==> config.mk <==
export PLATFORM = sky130hd
export DESIGN_NAME = otter_dmem_align_ctrl
export DESIGN_NICKNAME = d
export VERILOG_FILES = /design/src/rtl/otter_dmem_align_ctrl.sv
export SDC_FILE = /design/constraint.sdc
export NUM_CORES = 1
export LEC_CHECK = 0
export CAP_MARGIN = 20
export CORE_UTILIZATION = 47
export CTS_CLUSTER_SIZE = 10
export DETAILED_ROUTE_END_ITERATION = 10
export PLACE_DENSITY = 0.86
export SYNTH_ARGS = -nofsm -noshare
export SYNTH_HDL_FRONTEND = slang
export SYNTH_SLANG_ARGS = --single-unit
==> constraint.sdc <==
create_clock -name CLK -period 2.3 [get_ports CLK]
set_input_delay 0.345 -clock CLK [delete_from_list [all_inputs] [get_ports CLK]]
set_output_delay 0.345 -clock CLK [all_outputs]
set_load 0.01 [all_outputs]
==> src/rtl/otter_dmem_align_ctrl.sv <==
// otter_dmem_align_ctrl: data-port sequencer that splits word-crossing loads/stores.
// Build option: define MISALIGN_TRAP_EN to reject crossing accesses instead of splitting.
module otter_dmem_align_ctrl #(
    parameter logic [31:0] IO_BASE   = 32'h11000000,
    parameter logic [31:0] MEM_BYTES = 32'd65536
) (
    input  logic        CLK,
    input  logic        RST_N,
    input  logic        REQ_VALID,
    output logic        REQ_READY,
    input  logic        REQ_WE,
    input  logic [31:0] REQ_ADDR,
    input  logic [31:0] REQ_WDATA,
    input  logic [1:0]  REQ_SIZE,
    input  logic        REQ_SIGN,
    output logic        RSP_VALID,
    output logic [31:0] RSP_RDATA,
    output logic        RSP_ERR,
    output logic [31:0] MEM_ADDR2,
    output logic [31:0] MEM_DIN2,
    output logic        MEM_WRITE2,
    output logic        MEM_READ2,
    output logic [1:0]  MEM_SIZE,
    output logic        MEM_SIGN,
    input  logic [31:0] MEM_DOUT2
);

`ifdef MISALIGN_TRAP_EN
    typedef enum logic [2:0] {IDLE, RD_LO, CAP, RESP} state_t;
`else
    typedef enum logic [2:0] {IDLE, RD_LO, RD_HI, CAP, WR_B, RESP} state_t;
`endif

    state_t      r_state;
    logic        r_ready;
    logic        r_we;
    logic        r_rsp_valid;
    logic [31:0] r_rsp_rdata;
    logic        r_rsp_err;
    logic [31:0] r_mem_addr;
    logic [31:0] r_mem_din;
    logic        r_mem_write;
    logic        r_mem_read;
    logic [1:0]  r_mem_size;
    logic        r_mem_sign;

    logic        w_cross;
    logic        w_err;
    logic [31:0] w_a0;

`ifndef MISALIGN_TRAP_EN
    logic        r_split;
    logic [1:0]  r_off;
    logic [1:0]  r_size;
    logic        r_sign;
    logic [2:0]  r_cnt;
    logic [31:0] r_wdata;
    logic [31:0] r_lo;
    logic        w_oob;
    logic [2:0]  w_nbytes;
    logic [31:0] w_wsh;

    // Shift the {hi,lo} pair down to the requested byte, then size/extend it
    function automatic logic [31:0] f_merge(
        input logic [31:0] hi,
        input logic [31:0] lo,
        input logic [1:0]  off,
        input logic [1:0]  size,
        input logic        uns
    );
        logic [63:0] s;
        s = {hi, lo} >> {off, 3'b000};
        if (size == 2'd1)
            return {{16{~uns & s[15]}}, s[15:0]};
        return s[31:0];
    endfunction
`endif

    // Classify the incoming request: crossing, out of range, illegal size
    always_comb begin
        w_a0    = {REQ_ADDR[31:2], 2'b00};
        w_cross = (REQ_ADDR < IO_BASE) &&
                  ((REQ_SIZE == 2'd1 && REQ_ADDR[1:0] == 2'd3) ||
                   (REQ_SIZE == 2'd2 && REQ_ADDR[1:0] != 2'd0));
`ifdef MISALIGN_TRAP_EN
        w_err   = (REQ_SIZE == 2'd3) || w_cross;
`else
        w_oob    = (w_a0 + 32'd4) >= MEM_BYTES;
        w_err    = (REQ_SIZE == 2'd3) || (w_cross && w_oob);
        w_nbytes = (r_size == 2'd1) ? 3'd2 : 3'd4;
        w_wsh    = r_wdata >> {r_cnt[1:0], 3'b000};
`endif
    end

    // Request sequencer with registered memory and response outputs
    always_ff @(posedge CLK or negedge RST_N) begin
        if (!RST_N) begin
            r_state     <= IDLE;
            r_ready     <= 1'b1;
            r_we        <= 1'b0;
            r_rsp_valid <= 1'b0;
            r_rsp_rdata <= 32'h0;
            r_rsp_err   <= 1'b0;
            r_mem_addr  <= 32'h0;
            r_mem_din   <= 32'h0;
            r_mem_write <= 1'b0;
            r_mem_read  <= 1'b0;
            r_mem_size  <= 2'd0;
            r_mem_sign  <= 1'b0;
`ifndef MISALIGN_TRAP_EN
            r_split     <= 1'b0;
            r_off       <= 2'd0;
            r_size      <= 2'd0;
            r_sign      <= 1'b0;
            r_cnt       <= 3'd0;
            r_wdata     <= 32'h0;
            r_lo        <= 32'h0;
`endif
        end else begin
            unique case (r_state)
                IDLE: begin
                    if (REQ_VALID && r_ready) begin
                        r_ready <= 1'b0;
                        r_we    <= REQ_WE;
`ifndef MISALIGN_TRAP_EN
                        r_off   <= REQ_ADDR[1:0];
                        r_size  <= REQ_SIZE;
                        r_sign  <= REQ_SIGN;
                        r_wdata <= REQ_WDATA;
                        r_split <= 1'b0;
`endif
                        if (w_err) begin
                            r_state     <= RESP;
                            r_rsp_valid <= 1'b1;
                            r_rsp_err   <= 1'b1;
                            r_rsp_rdata <= 32'h0;
`ifndef MISALIGN_TRAP_EN
                        end else if (w_cross && !REQ_WE) begin
                            r_state    <= RD_LO;
                            r_split    <= 1'b1;
                            r_mem_addr <= w_a0;
                            r_mem_size <= 2'd2;
                            r_mem_sign <= 1'b0;
                            r_mem_read <= 1'b1;
                        end else if (w_cross) begin
                            r_state     <= WR_B;
                            r_split     <= 1'b1;
                            r_cnt       <= 3'd1;
                            r_mem_addr  <= REQ_ADDR;
                            r_mem_size  <= 2'd0;
                            r_mem_sign  <= 1'b0;
                            r_mem_din   <= {24'h0, REQ_WDATA[7:0]};
                            r_mem_write <= 1'b1;
`endif
                        end else begin
                            r_state     <= REQ_WE ? CAP : RD_LO;
                            r_mem_addr  <= REQ_ADDR;
                            r_mem_size  <= REQ_SIZE;
                            r_mem_sign  <= REQ_SIGN;
                            r_mem_din   <= REQ_WDATA;
                            r_mem_write <= REQ_WE;
                            r_mem_read  <= !REQ_WE;
                        end
                    end
                end
                RD_LO: begin
`ifndef MISALIGN_TRAP_EN
                    if (r_split) begin
                        r_state    <= RD_HI;
                        r_mem_addr <= r_mem_addr + 32'd4;
                        r_mem_read <= 1'b1;
                    end else begin
                        r_state    <= CAP;
                        r_mem_read <= 1'b0;
                    end
`else
                    r_state    <= CAP;
                    r_mem_read <= 1'b0;
`endif
                end
`ifndef MISALIGN_TRAP_EN
                RD_HI: begin
                    r_lo       <= MEM_DOUT2;
                    r_mem_read <= 1'b0;
                    r_state    <= CAP;
                end
                WR_B: begin
                    if (r_cnt == w_nbytes) begin
                        r_mem_write <= 1'b0;
                        r_rsp_valid <= 1'b1;
                        r_rsp_err   <= 1'b0;
                        r_rsp_rdata <= 32'h0;
                        r_state     <= RESP;
                    end else begin
                        r_mem_addr  <= r_mem_addr + 32'd1;
                        r_mem_din   <= {24'h0, w_wsh[7:0]};
                        r_mem_write <= 1'b1;
                        r_cnt       <= r_cnt + 3'd1;
                    end
                end
`endif
                CAP: begin
                    r_mem_read  <= 1'b0;
                    r_mem_write <= 1'b0;
                    r_rsp_valid <= 1'b1;
                    r_rsp_err   <= 1'b0;
                    r_state     <= RESP;
`ifndef MISALIGN_TRAP_EN
                    if (r_we)
                        r_rsp_rdata <= 32'h0;
                    else if (r_split)
                        r_rsp_rdata <= f_merge(MEM_DOUT2, r_lo, r_off,
                                               r_size, r_sign);
                    else
                        r_rsp_rdata <= MEM_DOUT2;
`else
                    r_rsp_rdata <= r_we ? 32'h0 : MEM_DOUT2;
`endif
                end
                RESP: begin
                    r_rsp_valid <= 1'b0;
                    r_rsp_err   <= 1'b0;
                    r_rsp_rdata <= 32'h0;
                    r_ready     <= 1'b1;
                    r_state     <= IDLE;
                end
                default: r_state <= IDLE;
            endcase
        end
    end

    assign REQ_READY  = r_ready;
    assign RSP_VALID  = r_rsp_valid;
    assign RSP_RDATA  = r_rsp_rdata;
    assign RSP_ERR    = r_rsp_err;
    assign MEM_ADDR2  = r_mem_addr;
    assign MEM_DIN2   = r_mem_din;
    assign MEM_WRITE2 = r_mem_write;
    assign MEM_READ2  = r_mem_read;
    assign MEM_SIZE   = r_mem_size;
    assign MEM_SIGN   = r_mem_sign;

endmodule

==> results of run 1 <==
## worst max-delay path, stage by stage
cell	delay (ps)
buf_8	70
nand4_1	210
or3_4	490
buf_6	150
o31ai_4	210
nand4_2	170
buf_6	170
nor4_4	360
o31ai_4	110
buf_6	150
buf_12	140
buf_16	160
a21o_1	160
mux2i_1	190
## cells by family (layout without fill, tap and decap cells)
logic type / after synthesis / in the layout / synth area share, %
AOI/OAI and AO/OA: 268 / 268 / 18.8
buffers and inverters: 82 / 444 / 3.49
xor gates and xnor gates: 5 / 5 / 0.432
and+or+nand+nor: 279 / 279 / 13.0
adders and majority gates: 3 / 3 / 0.370
muxes: 139 / 139 / 19.3
DFF: 181 / 181 / 44.7
other: 0 / 1 / 0
## synthesized netlist by cell type, types with 5 or more instances
cell         n  area share (%)
and3_1      10            0.62
nand4_1     10            0.62
mux2i_1     21             2.1
or3_1        8            0.49
clkbuf_1    46             1.7
inv_1       17            0.63
nand2b_1     6            0.37
nor2_1      90             3.3
mux4_2      36             8.0
o31ai_1     13            0.96
o21ai_0     52             2.6
buf_4        5            0.37
nand3_1     25             1.2
a31oi_1      7            0.43
nor4_1       8            0.49
mux2_1       7            0.78
a21oi_1     64             3.2
o211ai_1     7            0.52
nand2_1     87             3.2
a22o_1      25             2.2
o22ai_1     11            0.68
o2bb2ai_1   32             2.8
buf_1        7            0.26
dfrtp_1    180              44
mux2_2      74             8.2
a32oi_1      5            0.43
o21a_1       8            0.59
nor3_1      14            0.69
## layout make-up
| class | count | share of cell area (%) |
|---|---|---|
| antenna | 1 | 0.0160 |
| clock buffer | 17 | 2.71 |
| clock inverter | 15 | 1.43 |
| inverter | 17 | 0.407 |
| multi-input combinational | 694 | 39.1 |
| sequential | 181 | 28.9 |
| tap | 275 | 2.19 |
| timing repair buffer | 395 | 25.2 |
## metrics by stage
step	instance area [um^2]	utilization, %	worst slack (ps)	setup TNS [ps]
finish	15700	74.4	-459	-32430
global route	15700	74.4	-536	-36520
CTS	15300	72.6	-211	-10940
detailed placement	13700	65.1	-978	-96920
global placement	13700	65.1	-944	-93180
floorplan	10400	-	-278	-20370
## power groups by stage
stage / Sequential [W] / Clock [W] / Combinational [W]
final: 0.00321 / 0.00325 / 0.000614
after global routing: 0.00321 / 0.00338 / 0.000644
after CTS: 0.00321 / 0.00320 / 0.000557
after detailed placement: 0.00327 / 0 / 0.000535
after global placement: 0.00327 / 0 / 0.000523
after floorplan: 0.00327 / 0 / 0.0000960
## state kept, by name, summed over array words and instances (netlist names), 2 cells and up
| name | count |
|---|---|
| r_lo | 32 |
| RSP_RDATA | 32 |
| r_state | 3 |
| r_wdata | 32 |
| MEM_DIN2 | 32 |
| r_size | 2 |
| MEM_SIZE | 2 |
| r_cnt | 3 |
| MEM_ADDR2 | 32 |
| r_off | 2 |
## cell usage in the layout, fill, tap and decap left out, drive strengths merged, types with 9 or more instances in the layout
| cell | instances |
|---|---|
| mux4 | 36 |
| o21ai | 56 |
| clkdlybuf4s50 | 175 |
| dlygate4sd2 | 11 |
| or3 | 10 |
| mux2 | 81 |
| nand4 | 13 |
| o2bb2ai | 32 |
| buf | 204 |
| a22o | 25 |
| dfrtp | 180 |
| nor2 | 90 |
| nor3 | 14 |
| nand3 | 25 |
| a21oi | 64 |
| mux2i | 22 |
| inv | 26 |
| clkbuf | 17 |
| and3 | 10 |
| o31ai | 15 |
| nor4 | 9 |
| o22ai | 11 |
| nand2 | 88 |
## per-layer routing
layer / track usage (%) / part of all wire (%) / vias up / wire length [um]
met1: 44.5 / 35 / 5242 / 15100
met4: 20.5 / 7.7 / 2 / 3320
met5: 0 / 0.021 / - / 9
met2: 56.4 / 45 / 1001 / 19400
met3: 10.2 / 12 / 343 / 5110
li1: - / - / 4332 / -
## worst max path at each step
stage,from,to,depth (start not counted)
finish,REQ_ADDR[5],MEM_ADDR2[28]$_DFFE_PN0P_,14
global route,REQ_ADDR[5],MEM_ADDR2[28]$_DFFE_PN0P_,14
CTS,REQ_ADDR[6],MEM_READ2$_DFFE_PN0P_,13
detailed placement,REQ_ADDR[3],r_cnt[1]$_DFFE_PN0P_,11
global placement,REQ_ADDR[3],MEM_DIN2[0]$_DFFE_PN0P_,10
floorplan,REQ_ADDR[5],MEM_ADDR2[1]$_DFFE_PN0P_,9
## timing repair
action | CTS | global route
gates resized for setup | 209 | 83
pin swaps | 77 | 32
hold buffers | 1 | 0
gates cloned | 10 | 0
setup endpoints to repair | 109 | 106
buffers inserted | 25 | 13
hold endpoints to repair | 41 | 0
==> impl_metrics.tcl, run 1 <==
set metrics [dict create \
    p_int_w 0.00505 \
    p_leak_nw 6.85 \
    area_growth_pct 54.7 \
    die_y_um 149 \
    pwr-share-seq_pct 45.4 \
    setup_viol 109 \
    cp.arrival_ps 3120 \
    min_to "MEM_ADDR2[11]$_DFFE_PN0P_" \
    clk_pin_slew_worst_paths_ps 80 \
    criticalPathCategory "input port to register" \
    cts_tree "built" \
    r2r_slack_ps -260 \
    worstHoldStart "REQ_ADDR[11]" \
    final_cell_count_no_fill 1595 \
    avgSynthCellArea_um2 10.6 \
    avgViaCountPerCell 6.85 \
    multi_input_area_um2 6130 \
    ctsHtreeMaxLevel 4 \
    maxSlewHeadroom_pct 50.8 \
    min_period_ps 2760 \
    cts-root-buf "clkbuf_16" \
    max_freq_ghz 0.362 \
    worst-path-max-fanout 7 \
    wire_per_inst_um 26.9 \
    grt_util_all_layers_pct 35.9 \
    synthesis.nets 1063 \
    crit_required_ps 2660 \
    via_count 10900 \
    finalCritPeriodShare_pct 120 \
    drc 0 \
    p_per_area_nw_per_um2 451 \
    hold_class "input port to register" \
    drt_iter0_markers 1392 \
    combPwrFrac_pct 8.7 \
    total_power_w 0.00707 \
    outcome "complete, but fails checks" \
    whs_ps 194 \
    dieArea_um2 22200 \
    ant_nets 0 \
    drive_above_1_share_pct 37.1 \
    io_pins 207 \
    regArea_um2 4540 \
    grt_pass1_vias 10800 \
    slew_violations 0 \
    clock_sinks 181 \
    worst_pin_slew_ps 737 \
    rsz0062_at_grt "true" \
    postRouteWirelength_um 43000 \
    violations "setup timing" \
    hold_depth 3 \
    timing.rr.end "MEM_ADDR2[28]$_DFFE_PN0P_" \
    ys_seq_elements 181 \
    die_w_um 149 \
    dp_hpwl_um 23900 \
    start_util_pct 48.1 \
    start_kind "input port" \
    setup_slack_ps -459 \
    core-area_um2 21100 \
    p_sw_share_pct 28.6 \
    async_flop_share_pct 100 \
    antenna_found_initial 2 \
    grt-ovfl-total 0 \
    num_rows 53 \
    cts_buffer_depth 2 \
    gp_congestion 0.968 \
    finalNetCount 1412 \
    cp-end-kind "register" \
    cts_buffers 17 \
    grt_max_degree 50 \
    insertion_delay_ps 460 \
    ys_warn_count 0 \
    ys_types 74 \
    placed_cells 1518 \
    drv_cap 0 \
    synth_top_flop_cell "dfrtp_1" \
    fin_skew_ps 18.0 \
    hold_viol_final 0 \
    drtPass1Iterations 8 \
    n_fill_cell 1204 \
    r2r.worst_path.cells 12 \
    clkPwrFrac_pct 46.0 \
    port_buffers 206 \
    grt_pass1_wl_um 61000 \
    ir_drop_uv 529 \
    worstReg2RegStart "r_size[0]$_DFFE_PN0P_" \
    ys_seq_area_share_pct 44.7 \
    syn_inst 957 \
    synth_edf_count 0 \
    power.switching_w 0.00202 \
    syn-cell-area_um2 10100 \
]
No activity file was read; power rests on OpenSTA's default activity.
==> run 2: changes to the inputs <==
- TNS_END_PERCENT: not set -> 5
==> run 2 against run 1 <==
The run still ends with setup timing left; first-iteration DRC count up 5.8%; design area down 5.7%; setup slack better by 260 ps; non-clock buffer count down 21; utilization down 4.2 points; sequential power about the same; clock skew down 2.0 ps; fmax up 10%; global-route usage down 2.8 points; largest cell class unchanged.
==> impl_metrics.tcl, run 2 (synthesis gave the netlist of run 1 again) <==
set metrics [dict create \
    hold_viol_final 0 \
    cts-root-buf "clkbuf_16" \
    wire_per_inst_um 24.8 \
    num_rows 53 \
    postRouteWirelength_um 39100 \
    avgViaCountPerCell 6.66 \
    cp-end-kind "register" \
    setup_slack_ps -202 \
    gp_congestion 0.951 \
    r2r_slack_ps -70 \
    fin_skew_ps 16.0 \
    core-area_um2 21100 \
    dieArea_um2 22200 \
    rsz0062_at_grt "true" \
    grt_pass1_vias 9949 \
    drive_above_1_share_pct 32.0 \
    n_fill_cell 1359 \
    violations "setup timing" \
    outcome "complete, but fails checks" \
    cts_buffer_depth 2 \
    insertion_delay_ps 450 \
    start_kind "input port" \
    cp.arrival_ps 2800 \
    cp-startpoint "REQ_ADDR[15]" \
    maxSlewHeadroom_pct 57.8 \
    worstReg2RegStart "r_size[0]$_DFFE_PN0P_" \
    max_freq_ghz 0.400 \
    final_cell_mix "dfrtp_1 (179), clkdlybuf4s50_1 (173), buf_4 (144)" \
    antenna_found_initial 1 \
    utilization_pct 70.2 \
    grt_max_degree 53 \
    slew_violations 0 \
    ir_drop_uv 527 \
    grt_pass1_wl_um 56400 \
    via_count 10500 \
    hold_class "input port to register" \
    clk_pin_slew_worst_paths_ps 80 \
    worst-path-max-fanout 3 \
    start_util_pct 48.1 \
    io_pins 207 \
    grt_util_all_layers_pct 33.2 \
    port_buffers 206 \
    final_common_cell "dfrtp_1" \
    drv_cap 0 \
    setup_viol 90 \
    finalNetCount 1391 \
    crit_required_ps 2600 \
    worst_pin_slew_ps 632 \
    p_per_area_nw_per_um2 462 \
    ant_nets 0 \
    cts_buffers 17 \
    die_y_um 149 \
    r2r.worst_path.cells 10 \
    grt-ovfl-total 0 \
    dp_hpwl_um 23800 \
    drc 0 \
    cp-endpoint "r_state[2]$_DFFE_PN0P_" \
    drt_iter0_markers 1473 \
    timing.rr.end "RSP_RDATA[13]$_DFFE_PN0P_" \
    finalCritPeriodShare_pct 109 \
    area_growth_pct 45.9 \
    whs_ps 291 \
    criticalPathCategory "input port to register" \
    min_period_ps 2500 \
    ctsHtreeMaxLevel 4 \
    pre_cts_ws_ps -1040 \
    die_w_um 149 \
    cts_tree "built" \
    drtPass1Iterations 6 \
    clock_sinks 181 \
    p_leak_nw 6.53 \
]
-- run 2: cell count changes in the layout (fill, tap and decap cells not counted), moves of 7 or more --
| cell | change |
|---|---|
| buf_12 | -8 |
| buf_6 | -17 |
| buf_8 | -7 |
| o21ai_1 | +9 |
| o21ai_4 | -11 |
| o2bb2ai_1 | +24 |
| o2bb2ai_2 | -24 |
-- run 2: repair_timing --
action | CTS | global route
cloned | 2 | 2
hold buffers | 1 | 0
endpoints found under the setup margin | 109 | 86
pin swaps | 27 | 45
gates resized for setup | 128 | 72
hold endpoints to repair | 33 | 0
buffers inserted | 10 | 10
-- run 2: layout make-up --
| type | count | area (um^2) | area share [%] |
|---|---|---|---|
| Antenna cell | 1 | 2.50 | 0.0169 |
| Clock inverter | 15 | 204 | 1.38 |
| Sequential cell | 181 | 4530 | 30.6 |
| Clock buffer | 17 | 425 | 2.88 |
| Multi-Input combinational cell | 694 | 5700 | 38.5 |
| Tap cell | 275 | 344 | 2.33 |
| Inverter | 17 | 63.8 | 0.431 |
| Timing Repair Buffer | 374 | 3530 | 23.8 |
-- run 2: per-stage QoR --
stage	power (W)	std cells	area [um^2]	TNS [ps]
detailed placement	0.00379	1518	13500	-97310
CTS	0.00679	1562	14400	-5760
floorplan	0.00336	957	10200	-19330
finish	0.00683	1574	14800	-7210
global placement	0.00378	1518	13500	-89470
global route	0.00699	1574	14800	-11740
-- run 2: how the worst min path moves through the flow --
stage                     start                        end  slack, ps  cells after the start
global route        REQ_ADDR[5]   MEM_ADDR2[5]$_DFFE_PN0P_        300                      4
global placement          RST_N  RSP_RDATA[10]$_DFFE_PN0P_        300                      1
floorplan                 RST_N   MEM_ADDR2[0]$_DFFE_PN0P_         50                      0
detailed placement        RST_N  MEM_ADDR2[31]$_DFFE_PN0P_        300                      1
finish              REQ_ADDR[5]   MEM_ADDR2[5]$_DFFE_PN0P_        290                      4
CTS                 REQ_ADDR[5]   MEM_ADDR2[5]$_DFFE_PN0P_        290                      4
-- run 2: critical path: stages --
cell      delay (ps)
clkbuf_2         100
nand3_2           90
buf_4            160
or4_4            560
o31ai_4          100
nand4_4          190
buf_6            170
o31ai_4          270
buf_4            160
buf_4            110
a311oi_1         110
or3_1            410
-- run 2: layer usage --
metal	track usage [%]	wire, um	vias up
li1	-	-	4286
met1	44.1	14300	5101
met2	52.8	18300	872
met3	5.75	4150	226
met4	15.8	2260	0
met5	0	0	-
-- run 2: report_power, final --
| group | switching [W] | internal [W] |
|---|---|---|
| Combinational | 0.000279 | 0.000294 |
| Clock | 0.00155 | 0.00150 |
| Sequential | 0.0000135 | 0.00319 |
| Total | 0.00185 | 0.00498 |
